--- src/rtl/hi14a_pause_detect.sv ---
// rtl/hi14a_pause_detect.sv - ISO14443A reader pause detector with carrier tracking.
// Optional HI14A_PAUSE_DEBOUNCE_EN: two consecutive low samples required to enter PAUSE.
module hi14a_pause_detect #(
  parameter logic [7:0] CARRIER_MIN  = 8'd40,
  parameter int         LOSS_SAMPLES = 128,
  parameter int         DECAY_PERIOD = 64
) (
  input  logic       ck_1356meg,
  input  logic       reset,
  input  logic [7:0] adc_d,
  input  logic       sample_en,
  output logic       carrier,
  output logic       pause,
  output logic       pause_start,
  output logic [7:0] pause_len,
  output logic       len_valid,
  output logic [7:0] peak,
  output logic       lost
);

  localparam int LW = $clog2(LOSS_SAMPLES + 1);
  localparam int DW = (DECAY_PERIOD > 1) ? $clog2(DECAY_PERIOD) : 1;

`ifdef HI14A_PAUSE_DEBOUNCE_EN
  localparam logic [1:0] DEB = 2'd2;
`else
  localparam logic [1:0] DEB = 2'd1;
`endif

  typedef enum logic [1:0] {IDLE, CARRIER, PAUSE} state_t;

  state_t          state, state_n;
  logic [7:0]      peak_n, len_cnt, len_n, plen_n;
  logic [DW-1:0]   decay_cnt, decay_n;
  logic [LW-1:0]   loss_cnt, loss_n;
  logic [1:0]      deb_cnt, deb_n;
  logic            start_n, valid_n, lost_n;
  logic [7:0]      low_th, high_th;
  logic            below_min, loss_hit;

  always_ff @(posedge ck_1356meg or posedge reset) begin
    if (reset) begin
      state       <= IDLE;
      peak        <= 8'd0;
      decay_cnt   <= '0;
      loss_cnt    <= '0;
      deb_cnt     <= 2'd0;
      len_cnt     <= 8'd0;
      pause_len   <= 8'd0;
      pause_start <= 1'b0;
      len_valid   <= 1'b0;
      lost        <= 1'b0;
    end else begin
      state       <= state_n;
      peak        <= peak_n;
      decay_cnt   <= decay_n;
      loss_cnt    <= loss_n;
      deb_cnt     <= deb_n;
      len_cnt     <= len_n;
      pause_len   <= plen_n;
      pause_start <= start_n;
      len_valid   <= valid_n;
      lost        <= lost_n;
    end
  end

  assign carrier = (state != IDLE);
  assign pause   = (state == PAUSE);

  // peak>>1 + peak>>3 peaks at 127+31, so 8 bits always suffice
  assign low_th    = {1'b0, peak[7:1]};
  assign high_th   = {1'b0, peak[7:1]} + {3'b000, peak[7:3]};
  assign below_min = (adc_d < CARRIER_MIN);
  assign loss_hit  = below_min && (loss_cnt == LW'(LOSS_SAMPLES - 1));

  always_comb begin
    state_n = state;
    peak_n  = peak;
    decay_n = decay_cnt;
    loss_n  = loss_cnt;
    deb_n   = deb_cnt;
    len_n   = len_cnt;
    plen_n  = pause_len;
    start_n = 1'b0;
    valid_n = 1'b0;
    lost_n  = 1'b0;
    if (sample_en) begin
      case (state)
        IDLE: begin
          if (!below_min) begin
            state_n = CARRIER;
            peak_n  = adc_d;
            decay_n = '0;
            loss_n  = '0;
            deb_n   = 2'd0;
          end
        end
        CARRIER, PAUSE: begin
          loss_n = below_min ? loss_cnt + LW'(1) : '0;
          if (loss_hit) begin
            // loss wins over any pause entry/exit on the same sample
            state_n = IDLE;
            lost_n  = 1'b1;
            peak_n  = 8'd0;
            decay_n = '0;
            loss_n  = '0;
            deb_n   = 2'd0;
            len_n   = 8'd0;
          end else if (state == CARRIER) begin
            if (adc_d > peak) begin
              peak_n  = adc_d;
              decay_n = '0;
            end else if (decay_cnt == DW'(DECAY_PERIOD - 1)) begin
              decay_n = '0;
              if (peak > CARRIER_MIN) peak_n = peak - 8'd1;
            end else begin
              decay_n = decay_cnt + DW'(1);
            end
            if (adc_d < low_th) begin
              if (deb_cnt == DEB - 2'd1) begin
                state_n = PAUSE;
                start_n = 1'b1;
                len_n   = {6'd0, DEB};
                deb_n   = 2'd0;
              end else begin
                deb_n = deb_cnt + 2'd1;
              end
            end else begin
              deb_n = 2'd0;
            end
          end else begin
            if (adc_d >= high_th) begin
              state_n = CARRIER;
              plen_n  = len_cnt;
              valid_n = 1'b1;
              len_n   = 8'd0;
            end else if (len_cnt != 8'hff) begin
              len_n = len_cnt + 8'd1;
            end
          end
        end
        default: state_n = IDLE;
      endcase
    end
  end

endmodule
--- config.mk ---
export PLATFORM = sky130hd
export DESIGN_NAME = hi14a_pause_detect
export DESIGN_NICKNAME = d
export VERILOG_FILES = /design/src/rtl/hi14a_pause_detect.sv
export SDC_FILE = /design/constraint.sdc
export NUM_CORES = 1
export LEC_CHECK = 0
export BUFFER_PORTS_ARGS = -buffer_cell sky130_fd_sc_hd__buf_4
export CELL_PAD_IN_SITES_DETAIL_PLACEMENT = 0
export CELL_PAD_IN_SITES_GLOBAL_PLACEMENT = 1
export CORE_MARGIN = 8
export CORE_UTILIZATION = 40
export DETAILED_ROUTE_END_ITERATION = 7
export GPL_ROUTABILITY_DRIVEN = 0
export PLACE_DENSITY = 0.81
export REMOVE_ABC_BUFFERS = 1
export SETUP_SLACK_MARGIN = 0.2
export SLEW_MARGIN = 20
export SYNTH_ARGS = -nofsm -noshare
export SYNTH_HDL_FRONTEND = slang
export SYNTH_SLANG_ARGS = --single-unit
export TNS_END_PERCENT = 1
--- constraint.sdc ---
create_clock -name ck_1356meg -period 5.8 [get_ports ck_1356meg]
set_clock_uncertainty 0.2 [all_clocks]
set_input_delay 0.29 -clock ck_1356meg [delete_from_list [all_inputs] [get_ports ck_1356meg]]
set_output_delay 0.29 -clock ck_1356meg [all_outputs]
set_load 0.02 [all_outputs]
==> out/summary.txt <==
Pwr Total - 1.69 mW
Num CTS Buffers - 5
P_leak - 1.68 nW
Tcrit/Tclk final - 68.4%
CTS Buffer Depth - 2
Required @ worst endpoint - 5800 ps
fin nets - 431
wire per inst - 15.5 um
Async SR Flop Fraction - 100%
CTS tree - built
mux contribution to synthesized area - 4.09%
synth warn - 0
initial antenna violation count - 0
Syn Area/Cell - 9.09 um2
post-DP HPWL - 5530 um
slowest stage delay, CP - 500 ps
fin. max-slew vios - 0
critical path's top delay family - compound AO/OA/AOI/OAI gates
initial DRC count - 186
met1 usage - 18.5%
clock transition at the registers of the reported paths - 100 ps
cell taking the most area after synthesis - dfrtp_1
worst skew pair latency - 310 ps
r2r setup slk - 1830 ps
worst ir drop on vdd - 0.000209 V
Die ar. - 11100 um2
fmax - 252 MHz
status - complete, no violations
GRT Util Overall - 13.7%
final hold vios - 0
Die Height - 105 um
Startpoint Class - register
minimum clock period - 3970 ps
sequential share of the synthesized area - 35.4%
vias in the first global route - 2668
Area growth syn-to-layout - 13.4%
top-level port count - 32
Worst Setup End Kind - register
Unique masters post-synth - 53
crit-path cells - ha_1, fa_1, a21o_1, a21oi_1, nor2b_1, o21ai_0, xnor2_1, ha_1, o2111ai_1, o21ai_0, and3_1, mux2_2
Residual DRC - 0
Post-Syn Area - 3180 um2
Slew headroom - 34.3%
number of synthesized flops with an enable pin - 0
Routed WL - 7500 um
Root Buffer - clkbuf_8
setup TNS - 0 ps
# setup viols final - 0
Cell Pwr Density - 469 nW/um2
vias per cell - 5.70
post-CTS setup buffers - 0
CP Buf/Inv Count - 0
Hold/Removal Path Class - in2reg
met3 Use GR - 2.83%
worst-path maximum fanout - 9
via count - 2760
Post-Synth Adder-Cell Area - 15.6%
core area - 7730 um2
grt peak-use layer - met2
grt ovf - 0
main combinational cell family by area after synthesis - compound AO/OA/AOI/OAI gates
clock sinks - 45
Worst path slowest cell - and3_1
GR Util met2 - 21.7%
critical path arrival - 3960 ps
Compound-Gate Fraction of Synth Area - 22.5%
First-pass DRT Iterations - 4
RSZ-0062 raised after global routing - no
Max Cap Viol - 0
H-tree levels - 2
XOR/XNOR Fraction of Synth Area - 1.38%
Cell Rows - 32
Gates resized, CTS repair - 0
CTS hold repair buffers - 0
area share of the largest cell type after synthesis - 35.4%
critical path type - reg2reg
worst-margin pin slew - 978 ps
register bit count reported by yosys - 45
initial core utilization - 41.2%
cell count after synthesis - 350
share of cells above drive strength 1 - 14.9%
Main synth FF type - dfrtp_1
largest net degree at the start of global routing - 46
area share of and/or/nand/nor cells after synthesis - 17.2%
antenna cell count - 0
synth top area cells - dfrtp_1, ha_1, o21ai_0
die extent in x - 105 um
PortBufs - 31
Final ANT Viol Nets - 0
first-pass GRT wire length - 12900 um
[per-stage QoR]
stage                     instances  setup slack, ps  utilization [%]  hold slack, ps  cell area [um2]
after floorplan                 342             2150                -             265             3140
after global placement          475             1950             45.3             277             3500
after detailed placement        475             1820             45.3             280             3500
after CTS                       483             1800             46.6            39.8             3600
after global routing            484             1530             46.7             121             3610
final                           484             1830             46.7             111             3610
[final timing paths]
check | startpoint | to | cells after the start
setup / recovery | peak[3]$_DFFE_PP0P_ | pause_len[0]$_DFFE_PP0P_ | 12
hold / removal | adc_d[5] | peak[5]$_DFFE_PP0P_ | 3
setup reg to reg | peak[3]$_DFFE_PP0P_ | pause_len[0]$_DFFE_PP0P_ | 12
hold reg to reg | pause_len[4]$_DFFE_PP0P_ | pause_len[4]$_DFFE_PP0P_ | 1
max in group asynchronous | reset | decay_cnt[4]$_DFFE_PP0P_ | 3
min in group asynchronous | reset | peak[7]$_DFFE_PP0P_ | 3
[cells in the final DEF (no fill, tap or decap), types with 3 or more instances in the layout]
master	n
dfrtp_1	45
ha_1	38
o21ai_0	36
buf_4	31
nor2_1	23
a21oi_1	22
nand2_1	22
inv_1	20
nand3_1	10
o21ai_1	10
nor3_1	9
mux2_2	7
nand2b_1	6
a21o_1	6
a31oi_1	6
and3_1	6
nand4_1	5
a211oi_1	5
a22o_1	5
a32oi_1	5
clkbuf_8	5
o21bai_1	4
nor2b_1	4
mux2i_1	4
nor4_1	3
or2_2	3
or4_1	3
xnor2_1	3
[logic make-up (layout without fill, tap and decap cells)]
kind of cell	count (synthesis)	in the layout
simple gates	104	104
compound gates	115	115
xor+xnor	5	5
mux	12	12
buf+inv	30	62
flops	45	45
fa+ha+maj	39	39
[report_power, final]
part / internal [mW] / total [mW] / switching (mW) / leakage [nW]
Sequential: 0.372 / 0.454 / 0.0820 / 0.609
Clock: 0.0872 / 0.209 / 0.121 / 0.0447
Combinational: 0.398 / 1.03 / 0.633 / 1.03
Total: 0.857 / 1.69 / 0.837 / 1.68
[state kept, by name, indices dropped and copies added, names as in the netlist]
register / flops
deb_cnt: 2
peak: 8
loss_cnt: 8
len_cnt: 8
len_valid: 1
pause_len: 8
lost: 1
state: 2
decay_cnt: 6
pause_start: 1
[area by class of cell]
| class | instances | area, um2 |
|---|---|---|
| tap | 102 | 128 |
| fill | 758 | 4120 |
| inverter | 22 | 83.8 |
| clock buffer | 5 | 68.8 |
| sequential | 45 | 1130 |
| timing repair buffer | 32 | 243 |
| clock inverter | 3 | 25.0 |
| multi-input combinational | 275 | 1930 |
[per-layer routing]
layer  vias up  wire [um]
li1       1365          -
met4         0         80
met2        40       3520
met5         -          0
met3         7        261
met1      1348       3630
[synthesized netlist by cell type, drive strengths merged, types with 2 or more instances]
master and n:
nand2 23, or2 3, a21o 6, mux2i 4
nand4 6, o21ai 47, or3 2, dfrtp 45
o211ai 2, xor2 2, a41oi 2, and3 6
a211oi 5, mux2 8, o31ai 3, a22o 5
nand2b 6, inv 22, nor2 24, ha 38
o21bai 4, nand3 10, clkbuf 5, and4 2
nor2b 4, or4 3, a31oi 6, a32oi 5
nor4 3, buf 3, xnor2 3, nor3 9
a21oi 22, a211o 2
[worst min-delay path: stages]
cell and delay, ps:
buf_4 120, a32oi_1 60, o21ai_1 110
No activity file was read; power rests on OpenSTA's default activity.
